<file path="config.mk">
export PLATFORM = sky130hd
export DESIGN_NAME = fetch_ctl
export DESIGN_NICKNAME = d
export VERILOG_FILES = /design/src/rtl/rv32_pkg.sv /design/src/rtl/fetch_fifo.sv /design/src/rtl/fetch_ctl.sv
export SDC_FILE = /design/constraint.sdc
export NUM_CORES = 1
export LEC_CHECK = 0
export BUFFER_PORTS_ARGS = -buffer_cell sky130_fd_sc_hd__buf_2
export CAP_MARGIN = 0
export CORE_MARGIN = 10
export CORE_UTILIZATION = 46
export DETAILED_ROUTE_END_ITERATION = 7
export GPL_TIMING_DRIVEN = 0
export PLACE_DENSITY_LB_ADDON = 0.12
export SLEW_MARGIN = 20
export SYNTH_ARGS = -nofsm -noshare
export SYNTH_HDL_FRONTEND = slang
export SYNTH_SLANG_ARGS = --single-unit
</file>
<file path="constraint.sdc">
create_clock -name clk -period 10.8 [get_ports clk]
set_input_delay 2.16 -clock clk [delete_from_list [all_inputs] [get_ports clk]]
set_output_delay 2.16 -clock clk [all_outputs]
set_load 0.1 [all_outputs]
</file>
<file path="src/rtl/rv32_pkg.sv">
// Shared definitions for the rv32 front end.
//   XLEN          : datapath width
//   NOP           : canonical no-op (addi x0, x0, 0) shown to decode when nothing is valid
//   fetch_state_e : fetch controller FSM states
package rv32_pkg;

  localparam int unsigned XLEN = 32;

  localparam logic [XLEN-1:0] NOP = 32'h0000_0013;

  typedef enum logic [1:0] {
    StBoot,
    StRun,
    StFault
  } fetch_state_e;

endpackage

</file>
<file path="src/rtl/fetch_fifo.sv">
// Small synchronous FIFO used by the fetch stage for both the instruction buffer and the
// outstanding-address queue.
//   clk, rst     : clock, asynchronous active-low reset
//   push         : write push_data at the tail (accepted when not full, or full with pop)
//   pop          : drop the head entry (ignored when empty)
//   flush        : empty the FIFO; overrides push and pop
//   head         : current head entry (valid when !empty)
//   count        : number of stored entries
//   full, empty  : occupancy flags
module fetch_fifo #(
  parameter int unsigned DEPTH = 2,
  parameter int unsigned WIDTH = 64,
  localparam int unsigned AW = (DEPTH > 1) ? $clog2(DEPTH) : 1,
  localparam int unsigned CW = $clog2(DEPTH) + 1
) (
  input  logic             clk,
  input  logic             rst,
  input  logic             push,
  input  logic [WIDTH-1:0] push_data,
  input  logic             pop,
  input  logic             flush,
  output logic [WIDTH-1:0] head,
  output logic [CW-1:0]    count,
  output logic             full,
  output logic             empty
);

  logic [WIDTH-1:0] mem [DEPTH];
  logic [AW-1:0]    wr_ptr_q, rd_ptr_q;
  logic [CW-1:0]    cnt_q;
  logic             do_push, do_pop;

  assign empty   = (cnt_q == '0);
  assign full    = (cnt_q == CW'(DEPTH));
  assign count   = cnt_q;
  assign head    = mem[rd_ptr_q];
  assign do_pop  = pop & ~empty;
  assign do_push = push & (~full | do_pop);

  // DEPTH is a power of two, so the pointers wrap naturally.
  always_ff @(posedge clk or negedge rst) begin
    if (!rst) begin
      wr_ptr_q <= '0;
      rd_ptr_q <= '0;
      cnt_q    <= '0;
    end else if (flush) begin
      wr_ptr_q <= '0;
      rd_ptr_q <= '0;
      cnt_q    <= '0;
    end else begin
      if (do_push) wr_ptr_q <= wr_ptr_q + AW'(1);
      if (do_pop)  rd_ptr_q <= rd_ptr_q + AW'(1);
      cnt_q <= cnt_q + CW'(do_push) - CW'(do_pop);
    end
  end

  // Storage needs no reset; occupancy is tracked by cnt_q.
  always_ff @(posedge clk) begin
    if (do_push && !flush) mem[wr_ptr_q] <= push_data;
  end

endmodule

</file>
<file path="src/rtl/fetch_ctl.sv">
// Instruction-fetch stage: owns the PC, issues word requests to instruction memory, buffers
// returned words with their PCs and presents one instruction per cycle to decode.
//   clk, rst                      : clock, asynchronous active-low reset
//   imem_req_valid/ready, addr    : request handshake to instruction memory
//   imem_rsp_valid, imem_rsp_data : in-order response words
//   pcSel, br_target              : redirect from execute
//   stall                         : decode cannot accept this cycle
//   inst, inst_pc, inst_valid     : instruction presented to decode
//   fetch_fault                   : sticky misaligned-redirect trap
module fetch_ctl
  import rv32_pkg::*;
#(
  parameter logic [XLEN-1:0] RESET_PC = 32'h0000_0000,
  parameter int unsigned     DEPTH    = 2
) (
  input  logic            clk,
  input  logic            rst,
  output logic            imem_req_valid,
  input  logic            imem_req_ready,
  output logic [XLEN-1:0] imem_addr,
  input  logic            imem_rsp_valid,
  input  logic [XLEN-1:0] imem_rsp_data,
  input  logic            pcSel,
  input  logic [XLEN-1:0] br_target,
  input  logic            stall,
  output logic [XLEN-1:0] inst,
  output logic [XLEN-1:0] inst_pc,
  output logic            inst_valid,
  output logic            fetch_fault
);

  localparam int unsigned CW = $clog2(DEPTH) + 1;

  fetch_state_e    state_q;
  logic [XLEN-1:0] pc_q, held_addr_q;
  logic            held_q, stale_hold_q;
  logic [CW-1:0]   drop_cnt_q;

  logic [2*XLEN-1:0] iq_head;
  logic [CW-1:0]     iq_count, aq_count;
  logic              iq_full, iq_empty, aq_full, aq_empty;
  logic [XLEN-1:0]   aq_head;

  logic in_run, redirect, misaligned, deq, credit, accept, rsp, iq_push;
  logic unused_flags;

  assign in_run     = (state_q == StRun);
  assign redirect   = in_run & pcSel;
  assign misaligned = (br_target[1:0] != 2'b00);
  assign inst_valid = ~iq_empty;
  assign deq        = inst_valid & ~stall & ~pcSel;
  assign rsp        = imem_rsp_valid & ~aq_empty;

  // The entry decode takes this cycle frees a slot, which is what lets a 1-cycle memory
  // sustain one instruction per cycle with only two slots.
  assign credit = (32'(aq_count) + 32'(iq_count)) < (DEPTH + 32'(deq));

  // A request, once shown, is held until accepted. No new request is started while a redirect
  // is being taken, since it would be for the old path.
  assign imem_req_valid = held_q | (in_run & ~pcSel & credit);
  assign imem_addr      = held_q ? held_addr_q : pc_q;
  assign accept         = imem_req_valid & imem_req_ready;

  // A response arriving with a redirect, or owed to an older path, never reaches decode.
  assign iq_push = rsp & in_run & ~pcSel & (drop_cnt_q == '0);

  assign inst    = iq_empty ? NOP  : iq_head[XLEN-1:0];
  assign inst_pc = iq_empty ? pc_q : iq_head[2*XLEN-1:XLEN];

  assign fetch_fault  = (state_q == StFault);
  assign unused_flags = iq_full ^ aq_full;

  always_ff @(posedge clk or negedge rst) begin
    if (!rst) begin
      state_q      <= StBoot;
      pc_q         <= RESET_PC;
      held_q       <= 1'b0;
      held_addr_q  <= RESET_PC;
      stale_hold_q <= 1'b0;
      drop_cnt_q   <= '0;
    end else begin
      held_q <= imem_req_valid & ~imem_req_ready;
      if (imem_req_valid) held_addr_q <= imem_addr;
      if (accept) stale_hold_q <= 1'b0;
      unique case (state_q)
        StBoot: state_q <= StRun;
        StRun: begin
          if (pcSel) begin
            if (misaligned) begin
              state_q <= StFault;
            end else begin
              pc_q         <= br_target;
              // Everything in flight plus a still-held request belongs to the old path.
              drop_cnt_q   <= CW'(32'(aq_count) + 32'(held_q) - 32'(rsp));
              stale_hold_q <= held_q & ~imem_req_ready;
            end
          end else begin
            // A stale held request was for the old path; pc already points at the target.
            if (accept && !stale_hold_q) pc_q <= pc_q + 32'd4;
            if (rsp && drop_cnt_q != '0) drop_cnt_q <= drop_cnt_q - CW'(1);
          end
        end
        StFault: state_q <= StFault;
        default: state_q <= StBoot;
      endcase
    end
  end

  fetch_fifo #(
    .DEPTH(DEPTH),
    .WIDTH(2 * XLEN)
  ) u_inst_fifo (
    .clk      (clk),
    .rst      (rst),
    .push     (iq_push),
    .push_data({aq_head, imem_rsp_data}),
    .pop      (deq),
    .flush    (redirect),
    .head     (iq_head),
    .count    (iq_count),
    .full     (iq_full),
    .empty    (iq_empty)
  );

  fetch_fifo #(
    .DEPTH(DEPTH),
    .WIDTH(XLEN)
  ) u_addr_queue (
    .clk      (clk),
    .rst      (rst),
    .push     (accept),
    .push_data(imem_addr),
    .pop      (rsp),
    .flush    (1'b0),
    .head     (aq_head),
    .count    (aq_count),
    .full     (aq_full),
    .empty    (aq_empty)
  );

endmodule

</file>
=== Yosys cells after proc, flatten, opt, wreduce, memory -nomap -nowiden ===
Memories as Yosys holds them, arrays and structs flattened.
Cells that the tools add are included.

* Reductions and logical operators: 18
* Bitwise operators: 26
* Equality and inequality tests: 7
* Shifts and indexed selects: 0
* Muxes and demuxes: 25
* Add/subtract/negate cells: 14
* Multipliers: 0
* Divide/modulo/power cells: 0
* $lt $le $gt $ge: 1

{| class="wikitable"
|+ Operators with widths
! cell !! number
|-
| 2-to-1 mux 32 bit || 6
|-
| adder 32 x 3 -> 32 bit, second input constant || 1
|-
| bitwise AND 1 bit || 16
|-
| 2-to-1 mux 1 bit || 12
|-
| 2-to-1 mux 2 bit || 6
|-
| nonzero test 2 bit || 6
|-
| logical NOT 2 bit || 4
|-
| NOT 1 bit || 7
|-
| adder 2 x 1 -> 2 bit || 3
|-
| == test 2 bit, second input constant || 3
|-
| one-hot mux 2 bit (3 select lines) || 1
|-
| AND reduction 3 bit || 2
|-
| subtractor 2 x 1 -> 2 bit || 3
|-
| adder 1 bit, second input constant || 4
|-
| inequality test 2 bit, second input constant || 2
|-
| adder 2 x 1 -> 3 bit, first input constant || 1
|-
| adder 2 x 2 -> 3 bit || 1
|-
| logical AND 1 bit || 3
|-
| < comparator 3 bit || 1
|-
| OR 1 bit || 3
|-
| == test 2 x 1 -> 1 bit, second input constant || 1
|-
| logical NOT 1 bit || 2
|-
| inequality test 2 x 1 -> 1 bit, second input constant || 1
|-
| AND reduction 2 bit || 1
|-
| subtractor 2 x 1 -> 2 bit, second input constant || 1
|}

* Bits in writable memories: 192
* Bits in registers: 78
* Input bits: 70
* Output and inout port bits: 99
* Bits in latches: 0
* Memory bits (read-only): 0
* Memories kept: 2

{| class="wikitable"
|+ Memory list
! name !! words !! width !! read ports !! clocked after Yosys merged registers in !! wr ports !! RTL line !! RTL
|-
| u_inst_fifo.mem || 2 || 64 || 1 || 0 || 1 || fetch_fifo.sv:28 || <nowiki>logic [WIDTH-1:0] mem [DEPTH];</nowiki>
|-
| u_addr_queue.mem || 2 || 32 || 1 || 0 || 1 || fetch_fifo.sv:28 ||
|}

=== Logic depth before layout (Yosys ltp) ===
Gate-level depths: netlist of the first run.

* Depth after elaboration: 13
* Mapped depth: 10
* Mapped depth without buffers: 10

=== Hierarchy ===
Synthesis of the first run repeated with hierarchy kept, for this count alone.

* Cell total of the unflattened synthesis: 824
* Area, all modules: 12165.4 um^2

{| class="wikitable"
|+ Modules (own cells, without submodules)
! module !! area an instance (um^2) !! cells an instance !! instances !! sequential area each (um^2)
|-
| fetch_fifo (u_inst_fifo) || 4902.2 || 228 || 1 || 3943.8
|-
| fetch_ctl || 4700.8 || 467 || 1 || 1751.7
|-
| fetch_fifo (u_addr_queue) || 2562.5 || 129 || 1 || 2021.9
|}

=== Least setup slack after synthesis of the first run ===
OpenSTA, ideal clock, no wires.

* Kind: input port to flip-flop
* Start point: input port pcSel
* End point: memory u_inst_fifo.mem[0][0], enable pin
* Slack: 4.983 ns
* Data arrival time: 5.330 ns
* Buffers on the path: 0
* Setup time: 0.487 ns
* Stages: 3
* Required time: 10.313 ns
* Cell sequence: and2b_4 -> o2111ai_1 -> nor2_1

* Word-level cells in the longest chain between the ends: 8
* Elaborated cells on any way between the ends: 12
* Classes of those cells: mux: 2; bitwise: 8; reduce/logical: 2

{| class="wikitable"
|+ RTL lines
! element !! RTL line !! RTL
|-
| start: declaration || fetch_ctl.sv:23 || <nowiki>input logic pcSel,</nowiki>
|-
| NOT 1 bit || fetch_ctl.sv:51, fetch_ctl.sv:65 ||
|-
| bitwise AND 1 bit || fetch_ctl.sv:51 || <nowiki>assign deq = inst_valid & ~stall & ~pcSel;</nowiki>
|-
| bitwise AND 1 bit || fetch_fifo.sv:37 || <nowiki>assign do_pop = pop & ~empty;</nowiki>
|-
| OR 1 bit || fetch_fifo.sv:38 || <nowiki>assign do_push = push & (~full | do_pop);</nowiki>
|-
| bitwise AND 1 bit || fetch_fifo.sv:38 ||
|-
| logical AND 1 bit (*) || fetch_fifo.sv:59 || <nowiki>if (do_push && !flush) mem[wr_ptr_q] <= push_data;</nowiki>
|-
| 2-to-1 mux 1 bit (*) || fetch_fifo.sv:59 ||
|-
| 2-to-1 mux 1 bit (implied by the code) (*) || fetch_fifo.sv:59 ||
|-
| end: declaration || fetch_fifo.sv:28 ||
|}

Every way passes the cells marked *; elsewhere a longest branch is shown, timed or not.

=== Worst setup path after layout of the first run ===
* Start point: input port pcSel
* End point: output port imem_req_valid

* Word-level cells in the longest chain between the ends: 6
* Elaborated cells on any way between the ends: 7
* Classes of those cells: add/sub: 1; order compare: 1; bitwise: 5

{| class="wikitable"
|+ RTL lines
! element !! RTL line !! RTL
|-
| NOT 1 bit (*) || fetch_ctl.sv:51, fetch_ctl.sv:60 ||
|-
| bitwise AND 1 bit || fetch_ctl.sv:51 ||
|-
| adder 2 x 1 -> 3 bit || fetch_ctl.sv:56 || <nowiki>assign credit = (32'(aq_count) + 32'(iq_count)) < (DEPTH + 32'(deq));</nowiki>
|-
| < comparator 3 bit || fetch_ctl.sv:56 ||
|-
| bitwise AND 1 bit (*) || fetch_ctl.sv:60 || <nowiki>assign imem_req_valid = held_q | (in_run & ~pcSel & credit);</nowiki>
|-
| OR 1 bit (*) || fetch_ctl.sv:60 ||
|-
| end: declaration || fetch_ctl.sv:18 || <nowiki>output logic imem_req_valid,</nowiki>
|}

Marked as above.

==> results.toml, run 1 <==
[finish]
multiInputGateArea_um2 = 3876
drive_above_1_share_pct = 32.93
fin_area_um2 = 14270
antenna_cells = 0
nFillCells = 2152
nNetsFinal = 1141
ff_latch_area_um2 = 7717
syn_to_final_growth_pct = 20.31

[logic_synthesis]
synth_seq_cells = 270
syn_avg_cell_area_um2 = 13.94
synth_cells = 851
ys_top_cells_by_area = "edfxtp_1, dfrtp_1, mux2_2, mux2i_1, nand2_1"
synth.most_common_cell = "edfxtp_1"
synth.top_cells.by_count = "edfxtp_1, mux2_2, dfrtp_1"
synth_ff_type = "edfxtp_1"
yosysWarnings = 0
syn_area_um2 = 11860
yosysTopAreaCell = "edfxtp_1"
synth_nets = 934
synth_edf_count = 192
synth.distinct_cells = 63
ys_async_sr_fraction_pct = 28.89
synth_top_area_share_pct = 48.61
yosysSeqAreaShare_pct = 65.07

[floorplanning]
die_area_um2 = 32610
start_util_pct = 46.96
ios = 169
num_rows = 58
core_area_um2 = 25250
die_w_um = 180.6
die_h_um = 180.6

[timing]
fin_crit_sh_pct = 57.61
min_period_ps = 6222
final-setup-viol-count = 0
finClkSkew_ps = 17.82
slew_headroom_pct = 32.32
fin_tns_setup_ps = 0
fmax_ghz = 0.1607
hold_viol = 0
rsz0062_at_grt = "no"
setup_slack_ps = 4578
worstMarginPinSlew_ps = 1015
maxSlewViolCount = 0

[place]
place_hpwl_um = 21380
port_buffers = 168
gp_congestion = 0.8699
post_dp_cell_area_um2 = 13320
pre_cts_ws_ps = 4595

[critical_path]
worstSetupStartpointType = "primary input"
end_kind = "output pin"
max_stage_delay_ps = 490
crit_family = "buffers and inverters"
crit_chain = "buf_2 > nor2_1 > nand4_4 > nand2_1 > buf_2 > buf_2"
cp_slowest_cell = "buf_2"
worstPathBufferInverterCount = 3
crit_arrival_ps = 4060
critPathKind = "primary input to output pin"
crit_required_ps = 8640
r2r_setup_slack_ps = 7480
crit_top_cell = "buf_2"
critPathMaxFanout = 10

[detailed_routing]
ant_nets = 0
wl_per_cell_um = 21.43
drtIter0Drc = 467
drt_pass1_iterations = 4
vias_per_cell = 5.487
drc = 0
via_count = 7742
wl_um = 30230

[global_route]
antenna_found_initial = 0
grt_first_pass_wirelength_um = 46600
grt_max_degree = 51
grt_pass1_vias = 7987
overflow = 0
track_usage_pct = 17.90

[cts]
cts-htree-levels = 1
postCtsHoldBufs = 0
clkSinkCount = 270
clk_pin_slew_ps = 50
cts_tree = "done"
clockRootBuffer = "clkbuf_16"
post_cts_buffers = 0
clockBufferDepth = 3
insertion_delay_ps = 550
cts.repair.resized = 0
tritoncts.num_buffers = 30

[min_path]
hold_path_class = "register to register"

[power]
power_per_cell_area_nw_per_um2 = 307.2
finalPower_uw = 4384
p_leak_uw = 0.005658
ir_worst_vdd_v = 0.0002299

[flow_run]
drv_cap = 0

[run_status]
status = "finished clean"
## layout by cell type (no fill, tap or decap), types with 3 or more instances in the layout
cell type  synthesis  final
a2111oi_0          4      4
a21oi_1           21     21
a311oi_1           3      3
and2_1             6      4
and3_1             4      4
and4_1             7      7
buf_1              3      3
buf_16             0      6
buf_2             20    187
clkbuf_1          26     35
clkbuf_16          0     32
clkinv_2           0      9
dfrtp_1           78     78
edfxtp_1         192    192
ha_1              12     12
inv_1             18     18
mux2_2            91     91
mux2i_1           65     65
nand2_1           73     73
nand2b_1           3      3
nand3_1           24     24
nand4_1            7      7
nor2_1            52     51
nor3_1            15     15
nor3b_1            3      3
nor4_1             3      3
o211a_1            6      6
o211ai_1           7      7
o21ai_0           45     45
o32a_1             5      5
o32ai_1            4      4
xnor2_1            4      4
xor2_1             4      4
## cells by family after synthesis
family / share of synthesized area, %
buf+inv: 2.405
compound gates: 7.248
flops: 65.07
mux: 14.13
simple gates: 9.125
fa+ha+maj: 1.435
xor+xnor: 0.5907
## where the power goes
group | internal, uW | switching [uW] | leakage [uW]
clock | 576 | 396 | 0.000470
sequential | 1250 | 76.2 | 0.00268
combinational | 424 | 1660 | 0.00250
total | 2250 | 2130 | 0.00566
## final cells by class
cell class	count	share of cell area (%)
buffer	50	1.499
clock buffer	43	6.042
sequential	270	54.09
clock inverter	12	0.6051
multi-input combinational	512	27.17
tap	330	2.894
timing repair buffer	175	7.208
inverter	19	0.4998
## registers in the layout (all words and copies together) (netlist names), 2 cells and up
name / flops
u_inst_fifo.mem: 128
drop_cnt_q: 2
held_addr_q: 32
state_q: 2
u_inst_fifo.count: 2
pc_q: 32
u_addr_queue.count: 2
u_addr_queue.mem: 64
## metal layers
| layer | routed length [um] | up-vias | GRT usage (%) |
|---|---|---|---|
| li1 | - | 3632 | - |
| met1 | 13740 | 3866 | 24.04 |
| met2 | 14380 | 208 | 29.31 |
| met3 | 1610 | 36 | 3.574 |
| met4 | 498 | 0 | 4.068 |
| met5 | 0 | - | 0 |
## final timing paths
path,start,to,depth (start not counted)
worst max register to register,u_addr_queue.count[0],u_addr_queue.mem[0][1],8
worst max-delay path,pcSel,imem_req_valid,6
worst min-delay path,held_addr_q[15],held_addr_q[15],1
min in group asynchronous,rst,held_addr_q[19],1
worst min register to register,held_addr_q[15],held_addr_q[15],1
max in group asynchronous,rst,held_q,2
## through the flow
step	utilization (%)	std cells	hold slack (ps)
after CTS	56.50	1411	504.7
after floorplan	-	851	455.5
after detailed placement	52.74	1356	490.3
after global routing	56.50	1411	515.6
final	56.50	1411	499.8
after global placement	51.93	1349	470.2
Note: power is estimated with default switching activity, not from simulation.
==> run 2: changes to the inputs <==
--- a/config.mk
+++ b/config.mk
@@ -5,6 +5,7 @@
 export SDC_FILE = /design/constraint.sdc
 export NUM_CORES = 1
 export LEC_CHECK = 0
+export ABC_AREA = 1
 export BUFFER_PORTS_ARGS = -buffer_cell sky130_fd_sc_hd__buf_2
 export CAP_MARGIN = 0
 export CORE_MARGIN = 10
==> constraint.sdc (replaced) <==
create_clock -name clk -period 5.2 [get_ports clk]
set_input_delay 1.04 -clock clk [delete_from_list [all_inputs] [get_ports clk]]
set_output_delay 1.04 -clock clk [all_outputs]
set_load 0.1 [all_outputs]
==> run 2 against run 1 <==
- first-iteration DRC count increased by 47%
- area after synthesis rose by 1.2%
- global-route usage grew 1.7 points
- sequential share of layout area fell by 1.0 points
- critical path type is now register to output pin
- via count increased by 20%
- utilization fell by 0.23 points
- register-to-register slack worse by 5100 ps
==> results.toml, run 2 <==
[logic_synthesis]
ys_async_sr_fraction_pct = 28.89
synth_seq_cells = 270
synth.top_cells.by_count = "nand2_1, edfxtp_1, dfrtp_1"
syn_avg_cell_area_um2 = 9.721
synth.most_common_cell = "nand2_1"
ys_top_cells_by_area = "edfxtp_1, dfrtp_1, nand2_1, a21oi_1, nor2_1"
syn_area_um2 = 12010
synth_top_area_share_pct = 48.03
yosysTopAreaCell = "edfxtp_1"
synth_edf_count = 192
synth_ff_type = "edfxtp_1"
synth_nets = 1318
synth_cells = 1235
yosysWarnings = 0
yosysSeqAreaShare_pct = 64.28
synth.distinct_cells = 33

[critical_path]
max_stage_delay_ps = 500
end_kind = "output pin"
crit_required_ps = 4160
r2r_setup_slack_ps = 2430
critPathKind = "register to output pin"
worstSetupStartpointType = "register"
r2r_cells = 8
r2r_end = "u_inst_fifo.mem[0][31]"
crit_top_cell = "buf_2"
critPathMaxFanout = 10
crit_arrival_ps = 2850
crit_chain = "inv_1 > nand2_1 > buf_2 > inv_2 > clkbuf_1 > a21oi_1 > a22oi_1 > buf_2"
rr_startpoint = "u_addr_queue.count[1]"
cp_slowest_cell = "buf_2"

[detailed_routing]
wl_um = 33160
via_count = 9258
drc = 0
wl_per_cell_um = 18.43
vias_per_cell = 5.146
drtIter0Drc = 688
drt_pass1_iterations = 5
ant_nets = 0

[finish]
drive_above_1_share_pct = 18.03
largest_reg_flops = 128
multiInputGateArea_um2 = 3805
ff_latch_area_um2 = 7717
final_cell_mix = "nand2_1, edfxtp_1, buf_2"
reg.largest.list = "u_inst_fifo.mem: 128 flops, u_addr_queue.mem: 64 flops"
layout_commonest_cell = "nand2_1"
antenna_cells = 0
syn_to_final_growth_pct = 21.09
nFillCells = 2300
nNetsFinal = 1525
top_register = "u_inst_fifo.mem"

[cts]
cts_tree = "done"
clkSinkCount = 270
clockBufferDepth = 3
cts.repair.resized = 0
post_cts_buffers = 0
tritoncts.num_buffers = 29
clk_pin_slew_ps = 60
clockRootBuffer = "clkbuf_16"
postCtsHoldBufs = 0
insertion_delay_ps = 540
cts-htree-levels = 1

[floorplanning]
ios = 169
num_rows = 59
start_util_pct = 46.46
die_area_um2 = 32960
die_h_um = 181.6
core_area_um2 = 25840
die_w_um = 181.6

[timing]
fmax_ghz = 0.2568
min_period_ps = 3893
worstMarginPinSlew_ps = 621.2
fin_tns_setup_ps = 0
hold_viol = 0
fin_crit_sh_pct = 74.87
slew_headroom_pct = 58.49
maxSlewViolCount = 0
final-setup-viol-count = 0
finClkSkew_ps = 13.71
rsz0062_at_grt = "no"

[place]
place_hpwl_um = 24970
gp_congestion = 0.9327
port_buffers = 167

[global_route]
grt_pass1_vias = 9295
grt_use_met3_pct = 4.254
overflow = 0
grt_use_met1_pct = 25.09
grt_max_degree = 50
antenna_found_initial = 0
met2_usage_pct = 33.20
track_usage_pct = 19.61
grt_first_pass_wirelength_um = 51520
grt-busiest-layer = "met2"

[flow_run]
drv_cap = 0

[min_path]
hold_path_class = "primary input to async pin"

[run_status]
status = "finished clean"
## run 2: changes by cell type after synthesis, moves of 11 or more
cell,change
nand3_1,+22
clkbuf_1,+11
nor2_1,+18
nand2_1,+441
mux2_2,-91
mux2i_1,-65
o21ai_1,+12
inv_1,+42
nor3_1,-14
a21oi_1,+47
buf_2,-11
a22oi_1,+28
## run 2: through the flow
step / instances / hold slack (ps) / utilization [%] / setup WS [ps] / instance area, um2
2_1_floorplan: 1235 / 441.7 / - / 269.7 / 12010
3_3_place_gp: 1737 / 452.7 / 51.32 / -1577 / 13260
3_5_place_dp: 1746 / 458.8 / 52.38 / 1582 / 13530
4_1_cts: 1799 / 449.8 / 56.27 / 1274 / 14540
5_1_grt: 1799 / 447.1 / 56.27 / 1079 / 14540
6_report: 1799 / 437.8 / 56.27 / 1307 / 14540
## run 2: worst max-delay path by stage
stage,startpoint,end,slack [ps],cells after the start
6_report,u_inst_fifo.count[1],inst_pc[14],1310,8
2_1_floorplan,pcSel,u_inst_fifo.mem[0][0],270,5
3_5_place_dp,pcSel,imem_req_valid,1580,9
3_3_place_gp,imem_rsp_valid,u_inst_fifo.mem[0][6],-1580,6
4_1_cts,u_inst_fifo.count[1],inst_pc[13],1270,8
5_1_grt,u_inst_fifo.count[1],inst_pc[16],1080,8
## run 2: worst max-delay path: cells and delay by family, from the launching register on
family                 cells  cell delay [ps]
buffers and inverters      5             1420
DFF                        1              420
and+or+nand+nor            1               60
AOI/OAI and AO/OA          2              390
## run 2: metal layers
layer / share of wire [%] / up-vias
li1: - / 4513
met1: 43 / 4441
met2: 48 / 266
met3: 6.8 / 38
met4: 1.9 / 0
met5: 0 / -
## run 2: cell families after synthesis
kind of cell | share of synthesized area, %
simple gates | 21.38
flops | 64.28
compound gates | 7.556
buf+inv | 4.273
xor+xnor | 1.094
fa+ha+maj | 1.417
## run 2: area by class of cell
type	count	area share (%)
clock buffers	43	5.844
inverters	65	1.695
well taps	335	2.883
plain buffers	56	1.833
multi-input cells	844	26.17
flip-flops and latches	270	53.09
clock inverters	10	1.067
repair buffers	176	7.419
Power of run 2 is left out: the tool's default activity adds up to more than one toggle a clock period on the data nets, which glitch-free logic cannot reach.
==> run 3: changes to the inputs <==
==> constraint.sdc (replaced) <==
create_clock -name clk -period 3.85 [get_ports clk]
set_input_delay 0.77 -clock clk [delete_from_list [all_inputs] [get_ports clk]]
set_output_delay 0.77 -clock clk [all_outputs]
set_load 0.1 [all_outputs]
==> run 3 against run 2 <==
- register-to-register slack worse by 1400 ps
- hold slack worse by 270 ps
- global-route usage unchanged
- clock skew about the same
- highest routed layer unchanged
==> results.toml, run 3 (synthesis results as in run 2) <==
[detailed_routing]
wl_per_cell_um = 18.43
ant_nets = 0
wl_um = 33160
drc = 0
drt_pass1_iterations = 5
via_count = 9260
drtIter0Drc = 688
vias_per_cell = 5.147

[timing]
setup_slack_ps = 226.6
fin_crit_sh_pct = 94.12
fmax_ghz = 0.2760
final-setup-viol-count = 0
worstMarginPinSlew_ps = 621.2
finClkSkew_ps = 13.74
slew_headroom_pct = 58.49
rsz0062_at_grt = "no"
min_period_ps = 3623
maxSlewViolCount = 0
hold_viol = 0

[critical_path]
max_stage_delay_ps = 500
critPathKind = "register to output pin"
critPathMaxFanout = 10
crit_top_cell = "buf_2"
cp_slowest_cell = "buf_2"
crit_required_ps = 3080
end_kind = "output pin"
worstPathBufferInverterCount = 5
crit_arrival_ps = 2850
worstSetupStartpointType = "register"
crit_chain = "inv_1 > nand2_1 > buf_2 > inv_2 > clkbuf_1 > a21oi_1 > a22oi_1 > buf_2"
crit_family = "buffers and inverters"

[finish]
reg.largest.list = "u_inst_fifo.mem: 128 flops, u_addr_queue.mem: 64 flops"
nNetsFinal = 1525
antenna_cells = 0
largest_reg_flops = 128
syn_to_final_growth_pct = 21.12
top_register = "u_inst_fifo.mem"
layout_commonest_cell = "nand2_1"
final_cell_mix = "nand2_1, edfxtp_1, buf_2"
drive_above_1_share_pct = 18.03

[cts]
post_cts_buffers = 0
clkSinkCount = 270
clk_pin_slew_ps = 60
insertion_delay_ps = 540
cts_tree = "done"
postCtsHoldBufs = 0
cts.repair.resized = 0
tritoncts.num_buffers = 29
clockRootBuffer = "clkbuf_16"
cts-htree-levels = 1
clockBufferDepth = 3

[floorplanning]
die_area_um2 = 32960
core_area_um2 = 25840
die_h_um = 181.6
start_util_pct = 46.46
num_rows = 59
die_w_um = 181.6
ios = 169

[run_status]
status = "finished clean"

[global_route]
grt_pass1_vias = 9295
grt_use_met3_pct = 4.254
grt-busiest-layer = "met2"
grt_use_met1_pct = 25.09
met2_usage_pct = 33.20
antenna_found_initial = 0
grt_max_degree = 50
overflow = 0
track_usage_pct = 19.61
grt_first_pass_wirelength_um = 51520

[place]
port_buffers = 167
pre_cts_ws_ps = 689.6
place_hpwl_um = 24970
gp_congestion = 0.9327

[flow_run]
drv_cap = 0

[min_path]
hold_path_class = "primary input to async pin"
## run 3: layout make-up
type,instances,area (um2)
fillers,2301,11300
flip-flops and latches,270,7717
multi-input cells,844,3805
repair buffers,176,1081
clock buffers,43,849.6
well taps,335,419.2
plain buffers,56,266.5
inverters,65,246.5
clock inverters,10,155.1
## run 3: stage by stage
stage	utilization [%]	instance area, um2	std cells	TNS (ps)	hold slack, ps
detailed placement	52.38	13530	1746	0	458.8
finish	56.28	14540	1799	0	167.8
global route	56.28	14540	1799	0	177.1
floorplan	-	12010	1235	-103720	441.7
global placement	51.32	13260	1737	-377370	452.7
CTS	56.27	14540	1799	0	179.8
## run 3: final timing paths
path	slack [ps]	cells after the start	endpoint	startpoint
min reg2reg	470	2	held_addr_q[24]	held_addr_q[24]
max reg2reg	1080	8	u_inst_fifo.mem[0][31]	u_addr_queue.count[1]
min in group clk	420	1	u_inst_fifo.mem[0][30]	imem_rsp_data[30]
min	170	1	state_q[1]	rst
max	230	8	inst_pc[14]	u_inst_fifo.count[1]
max in group asynchronous	3050	2	held_addr_q[19]	rst
## run 3: per-layer routing
metal	share of wire, %	wire length, um	vias to the layer above
li1	-	-	4513
met1	43	14180	4443
met2	48	16080	266
met3	6.8	2266	38
met4	1.9	636	0
met5	0	0	-
Power of run 3 is left out for the same reason.
